==> src/rtl/udp_rx_pkg.sv <==
// Shared constants, header field positions and FSM encoding for the UDP
// receive port demultiplexer.
package udp_rx_pkg;

   localparam logic [7:0]  UDP_PROTO    = 8'd17;
   localparam logic [15:0] UDP_HDR_LEN  = 16'd8;
   localparam logic [15:0] MIN_IP_LEN   = UDP_HDR_LEN + 16'd1;
   localparam int          PORT_IDX_W   = 3;

   localparam int SRC_PORT_MSB = 63;
   localparam int SRC_PORT_LSB = 48;
   localparam int DST_PORT_MSB = 47;
   localparam int DST_PORT_LSB = 32;
   localparam int UDP_LEN_MSB  = 31;
   localparam int UDP_LEN_LSB  = 16;
   localparam int CSUM_MSB     = 15;
   localparam int CSUM_LSB     = 0;

   localparam int IP_LEN_MSB   = 55;
   localparam int IP_LEN_LSB   = 40;
   localparam int IP_PROTO_MSB = 36;
   localparam int IP_PROTO_LSB = 29;

   typedef enum logic [1:0] {
      ST_SKIP = 2'd0,
      ST_IDLE = 2'd1,
      ST_FWD  = 2'd2,
      ST_DROP = 2'd3
   } udp_state_e;

endpackage

==> src/rtl/udp_port_match.sv <==
// Destination-port table with runtime configuration and a lowest-index
// priority match evaluated against the currently registered table.
module udp_port_match
   import udp_rx_pkg::*;
#(
   parameter int          P_PORT_NUM     = 4,
   parameter logic [15:0] P_DEFAULT_PORT = 16'h0808
)(
   input  logic                  i_clk,
   input  logic                  i_rst,
   input  logic [PORT_IDX_W-1:0] i_cfg_idx,
   input  logic [15:0]           i_cfg_port,
   input  logic                  i_cfg_en,
   input  logic                  i_cfg_valid,
   input  logic [15:0]           i_dst_port,
   output logic                  o_hit,
   output logic [PORT_IDX_W-1:0] o_idx
);

   logic [15:0]           r_port [P_PORT_NUM];
   logic [P_PORT_NUM-1:0] r_en;

   // Writes to indices outside the table never match the loop compare.
   always_ff @(posedge i_clk) begin
      if (i_rst) begin
         for (int i = 0; i < P_PORT_NUM; i++) begin
            r_port[i] <= (i == 0) ? P_DEFAULT_PORT : 16'h0000;
            r_en[i]   <= (i == 0);
         end
      end else begin
         for (int i = 0; i < P_PORT_NUM; i++) begin
            if (i_cfg_valid && (i_cfg_idx == PORT_IDX_W'(i))) begin
               r_port[i] <= i_cfg_port;
               r_en[i]   <= i_cfg_en;
            end
         end
      end
   end

   // Scan from the top down so the lowest matching index is the one kept.
   always_comb begin
      o_hit = 1'b0;
      o_idx = {PORT_IDX_W{1'b0}};
      for (int i = P_PORT_NUM - 1; i >= 0; i--) begin
         o_idx = (r_en[i] && (r_port[i] == i_dst_port)) ? PORT_IDX_W'(i) : o_idx;
         o_hit = (r_en[i] && (r_port[i] == i_dst_port)) | o_hit;
      end
   end

endmodule

==> src/rtl/udp_rx_port_demux.sv <==
// Strips the UDP header from an IP payload stream and forwards the payload of
// packets addressed to an enabled destination port; all others are dropped.
module udp_rx_port_demux
   import udp_rx_pkg::*;
#(
   parameter int          P_PORT_NUM     = 4,
   parameter logic [15:0] P_DEFAULT_PORT = 16'h0808
)(
   input  logic        i_clk,
   input  logic        i_rst,
   input  logic [2:0]  i_cfg_idx,
   input  logic [15:0] i_cfg_port,
   input  logic        i_cfg_en,
   input  logic        i_cfg_valid,
   input  logic [63:0] s_axis_ip_data,
   input  logic [55:0] s_axis_ip_user,
   input  logic [7:0]  s_axis_ip_keep,
   input  logic        s_axis_ip_last,
   input  logic        s_axis_ip_valid,
   output logic [63:0] m_axis_user_data,
   output logic [31:0] m_axis_user_user,
   output logic [7:0]  m_axis_user_keep,
   output logic        m_axis_user_last,
   output logic        m_axis_user_valid,
   output logic [31:0] o_pkt_cnt,
   output logic [31:0] o_drop_cnt
);

   udp_state_e  r_state;
   udp_state_e  w_next;
   logic [31:0] r_pkt_user;
   logic        w_hit;
   logic [2:0]  w_idx;
   logic        w_qualify;
   logic        w_hdr_beat;
   logic        w_fwd_beat;
   logic        w_pkt_done;
   logic        w_drop_hdr;

   wire [15:0] w_ip_len   = s_axis_ip_user[IP_LEN_MSB:IP_LEN_LSB];
   wire [7:0]  w_ip_proto = s_axis_ip_user[IP_PROTO_MSB:IP_PROTO_LSB];
   wire [15:0] w_dst_port = s_axis_ip_data[DST_PORT_MSB:DST_PORT_LSB];
   wire [15:0] w_udp_len  = s_axis_ip_data[UDP_LEN_MSB:UDP_LEN_LSB];
   wire        w_unused_user = ^{s_axis_ip_user[39:37], s_axis_ip_user[28:0]};

   udp_port_match #(
      .P_PORT_NUM     (P_PORT_NUM),
      .P_DEFAULT_PORT (P_DEFAULT_PORT)
   ) u_match (
      .i_clk       (i_clk),
      .i_rst       (i_rst),
      .i_cfg_idx   (i_cfg_idx),
      .i_cfg_port  (i_cfg_port),
      .i_cfg_en    (i_cfg_en),
      .i_cfg_valid (i_cfg_valid),
      .i_dst_port  (w_dst_port),
      .o_hit       (w_hit),
      .o_idx       (w_idx)
   );

   assign w_qualify = (w_ip_proto == UDP_PROTO) && (w_ip_len >= MIN_IP_LEN)
                    && (w_udp_len == w_ip_len) && w_hit;

   always_ff @(posedge i_clk) begin
      if (i_rst) begin
         r_state <= ST_SKIP;
      end else begin
         r_state <= w_next;
      end
   end

   always_comb begin
      w_next = r_state;
      case (r_state)
         ST_SKIP: begin
            if (!s_axis_ip_valid || s_axis_ip_last) w_next = ST_IDLE;
            else                                    w_next = ST_SKIP;
         end
         ST_IDLE: begin
            if (s_axis_ip_valid && !s_axis_ip_last) w_next = w_qualify ? ST_FWD : ST_DROP;
            else                                    w_next = ST_IDLE;
         end
         ST_FWD, ST_DROP: begin
            if (s_axis_ip_valid && s_axis_ip_last)  w_next = ST_IDLE;
            else                                    w_next = r_state;
         end
         default: w_next = ST_SKIP;
      endcase
   end

   always_comb begin
      w_hdr_beat = 1'b0;
      w_fwd_beat = 1'b0;
      case (r_state)
         ST_IDLE: w_hdr_beat = s_axis_ip_valid;
         ST_FWD:  w_fwd_beat = s_axis_ip_valid;
         default: begin
            w_hdr_beat = 1'b0;
            w_fwd_beat = 1'b0;
         end
      endcase
      w_pkt_done = w_fwd_beat && s_axis_ip_last;
      w_drop_hdr = w_hdr_beat && !w_qualify;
   end

   // Sideband user word is latched on the header and replayed on every beat.
   always_ff @(posedge i_clk) begin
      if (i_rst) begin
         r_pkt_user        <= 32'd0;
         m_axis_user_data  <= 64'd0;
         m_axis_user_user  <= 32'd0;
         m_axis_user_keep  <= 8'd0;
         m_axis_user_last  <= 1'b0;
         m_axis_user_valid <= 1'b0;
         o_pkt_cnt         <= 32'd0;
         o_drop_cnt        <= 32'd0;
      end else begin
         m_axis_user_valid <= w_fwd_beat;
         m_axis_user_last  <= w_fwd_beat && s_axis_ip_last;
         if (w_fwd_beat) begin
            m_axis_user_data <= s_axis_ip_data;
            m_axis_user_keep <= s_axis_ip_last ? s_axis_ip_keep : 8'hFF;
            m_axis_user_user <= r_pkt_user;
         end
         if (w_hdr_beat) r_pkt_user <= {13'd0, w_idx, w_ip_len - UDP_HDR_LEN};
         if (w_pkt_done) o_pkt_cnt  <= o_pkt_cnt + 32'd1;
         if (w_drop_hdr) o_drop_cnt <= o_drop_cnt + 32'd1;
      end
   end

endmodule

==> config.mk <==
export PLATFORM = sky130hd
export DESIGN_NAME = udp_rx_port_demux
export DESIGN_NICKNAME = d
export VERILOG_FILES = /design/src/rtl/udp_rx_pkg.sv /design/src/rtl/udp_port_match.sv /design/src/rtl/udp_rx_port_demux.sv
export SDC_FILE = /design/constraint.sdc
export NUM_CORES = 1
export LEC_CHECK = 0
export CORE_ASPECT_RATIO = 0.5
export CORE_MARGIN = 3
export CORE_UTILIZATION = 43
export DETAILED_ROUTE_END_ITERATION = 7
export GPL_TIMING_DRIVEN = 0
export PLACE_DENSITY = 0.77
export SLEW_MARGIN = 20
export SYNTH_ARGS = -nofsm -noshare
export SYNTH_HDL_FRONTEND = slang
export SYNTH_SLANG_ARGS = --single-unit
==> constraint.sdc <==
create_clock -name i_clk -period 2 [get_ports i_clk]
set_input_delay 0.2 -clock i_clk [delete_from_list [all_inputs] [get_ports i_clk]]
set_output_delay 0.2 -clock i_clk [all_outputs]
set_load 0.02 [all_outputs]
==> results.py, run 1 <==
metrics = {
    "setup_path": {
        "worstPathMaxFanout": 9,
        "cp-end-kind": "register",
        "crit_type": "register to register",
        "arrival_ns": 2.79,
        "setup.worst_path.start_class": "register",
        "cp_data_required_time_ns": 2.41,
    },
    "sta": {
        "setup_viol": 40,
        "clock_skew_ns": 0.0212,
        "rsz0062_at_grt": "yes",
        "finalCritPeriodShare_pct": 119,
        "maxSlewViolCount": 0,
        "worst_pin_slew_ns": 0.800,
        "slew_headroom_pct": 46.5,
        "fin_ws_ns": -0.378,
        "post-route-min-period_ns": 2.38,
        "max_freq_mhz": 420,
        "finalHoldViolCount": 0,
    },
    "run_status": {
        "outcome": "complete, but fails checks",
        "violations": "negative setup slack",
    },
    "synth": {
        "synth_flop_cell": "dfxtp_1",
        "synth_cell_types": 48,
        "syn_inst": 1179,
        "synth_top_area_share_pct": 33.6,
        "yosysSeqAreaShare_pct": 51.5,
        "synth_area_um2": 10700,
        "async_flop_share_pct": 0,
        "synth_edf_count": 64,
        "synth.avg_cell_area_um2": 9.10,
        "yosys.area.top_type": "dfxtp_1",
        "ys_ff_latch": 244,
        "yosysWarnings": 0,
        "ys_top_cells_by_area": "dfxtp_1, edfxtp_1, nand2_1",
    },
    "routing": {
        "wirelength_um": 33800,
        "avgViaCountPerCell": 5.29,
        "num_vias": 9818,
        "drt_first_pass_iters": 5,
        "drt-wirelength-per-cell_um": 18.2,
        "drc": 0,
        "drtIter0Drc": 705,
        "ant_nets": 0,
    },
    "cts": {
        "cts_max_path_buffers": 3,
        "cts_tree": "built",
        "cts.sinks": 244,
        "htree_levels": 1,
        "cts_buffers": 23,
        "cts.clk_slew.worst_paths_ns": 0.07,
        "clock_latency_ns": 0.54,
        "cts-root-buf": "clkbuf_16",
    },
    "cells_and_area": {
        "final_cell_mix": "clkdlybuf4s50_1, nand2_1, dfxtp_1",
        "final_common_cell": "clkdlybuf4s50_1",
        "fillers": 1998,
        "syn_to_final_growth_pct": 41.6,
        "final_area_um2": 15200,
        "final_nets": 1658,
        "final_core_util_pct": 62.6,
        "layout-drive-gt1-share_pct": 10.4,
    },
    "grt": {
        "grt_pass1_vias": 9647,
        "grt_max_degree": 18,
        "grt_antenna_before_repair": 1,
        "grt_pass1_wl_um": 52500,
        "grt_overflow": 0,
        "track_usage_pct": 23.9,
    },
    "die": {
        "die_w_um": 229,
        "floorplan.initialDensity_pct": 44.2,
        "die_y_um": 118,
        "dieArea_um2": 27000,
        "rows": 40,
        "num_io_pins": 323,
        "core_um2": 24300,
    },
    "run": {
        "cap_violations": 0,
    },
    "power": {
        "p_leak_nw": 5.19,
        "powerDensity_nw_per_um2": 718,
        "irDropWorstVdd_mv": 0.490,
    },
    "placement": {
        "gp_congestion": 0.888,
        "port_buffers": 259,
        "place_area_um2": 13900,
        "dp_hpwl_um": 24300,
    },
    "worst_hold_path": {
        "hold_path.class": "input pin to register",
    },
}
## final timing paths
path	startpoint	to	slack, ns	cells past startpoint
worst min-delay path	s_axis_ip_data[39]	m_axis_user_data[39]	0.02	3
worst max-delay path	u_match.r_port[0][8]	o_drop_cnt[0]	-0.38	8
worst min register to register	m_axis_user_data[44]	m_axis_user_data[44]	0.45	2
worst max register to register	u_match.r_port[0][8]	o_drop_cnt[0]	-0.38	8
## registers in the layout (all words and copies together), names as in the netlist
name,cells
m_axis_user_data,64
m_axis_user_keep,8
m_axis_user_last,1
m_axis_user_user,18
m_axis_user_valid,1
o_drop_cnt,32
o_pkt_cnt,32
r_pkt_user,18
r_state,2
u_match.r_en,4
u_match.r_port,64
## per-stage QoR
step | instances | power, mW | worst slack (ns) | setup TNS [ns] | hold WS, ns
floorplan | 1192 | 5.85 | -0.128 | -0.362 | 0.296
global placement | 1787 | 6.31 | -1.06 | -122.61 | 0.439
detailed placement | 1787 | 6.33 | -1.18 | -142.68 | 0.445
CTS | 1848 | 11.0 | -0.294 | -9.54 | 0.00303
global route | 1855 | 11.3 | -0.428 | -14.43 | 0.0181
finish | 1855 | 10.9 | -0.378 | -10.72 | 0.0174
## synth_stat cells, types with 3 or more instances
cell      count
nand3_1      29
nor2_1       68
nor3_1       14
or4_1        29
and4_1        5
o22ai_1       9
dfxtp_1     180
or3_1        10
clkbuf_1     57
o31ai_1      29
a211oi_1     13
nand2b_1      4
buf_2        22
buf_4        17
xnor2_1      44
xor2_1       71
and2_1       64
nor4_1       16
and3_1       10
edfxtp_1     64
a21oi_1     126
nand4_1      21
inv_1        11
nand2_1     221
o21ai_0       9
nor2b_1       4
ha_1          3
nor4_2        3
## logic make-up after synthesis
| group | Yosys count | share of synthesized area, % |
|---|---|---|
| DFF | 244 | 51.5 |
| buffers and inverters | 109 | 4.73 |
| muxes | 2 | 0.198 |
| xor gates and xnor gates | 115 | 9.38 |
| AOI/OAI and AO/OA | 191 | 10.2 |
| and+or+nand+nor | 514 | 23.6 |
| other | 1 | 0.0349 |
| adders and majority gates | 3 | 0.350 |
## cell type report
type	count	area (um^2)	share of cell area, %
Antenna cell	1	2.50	0.0165
Buffer	97	543	3.57
Clock buffer	36	708	4.66
Clock inverter	5	78.8	0.518
Inverter	11	41.3	0.272
Multi-Input combinational cell	839	5000	32.9
Sequential cell	244	5550	36.5
Tap cell	336	420	2.76
Timing Repair Buffer	286	2860	18.8
## power breakdown
group / internal, mW / switching (mW)
Clock: 2.69 / 1.93
Combinational: 0.467 / 0.546
Sequential: 5.20 / 0.0740
Total: 8.36 / 2.55
## critical path, cell delays in order, from the launching register on
cell	delay [ns]
edfxtp_1	0.38
xor2_1	0.16
nor4_2	0.34
nand4_1	0.27
nor4_4	0.28
o311a_4	0.30
buf_12	0.16
nor2_4	0.05
mux2_4	0.31
## routing by layer
layer  part of all wire, %  track usage [%]  vias to the layer above  wire length, um
met5                     0                0                        -                0
met4                   3.6             8.76                        0             1200
met3                   4.4             3.05                       77             1490
met2                    51             42.6                      306            17100
met1                    41             29.8                     4769            14000
li1                      -                -                     4666                -
## repair_timing
item                       in CTS  in global routing
gates cloned                    0                  1
setup endpoints to repair      93                136
pin swaps                      18                 14
hold buffers                   10                  0
buffers inserted               10                  6
resized for setup              41                 46
hold endpoints to repair       10                  0
(Power assumes the default switching activity.)
==> inputs of run 2 (changes only) <==
CTS_CLUSTER_DIAMETER = 120   (was not set)
SLEW_MARGIN = 15   (was 20)
==> results of run 2 <==
Final layout, timing and power as in run 1 (identical DEF).
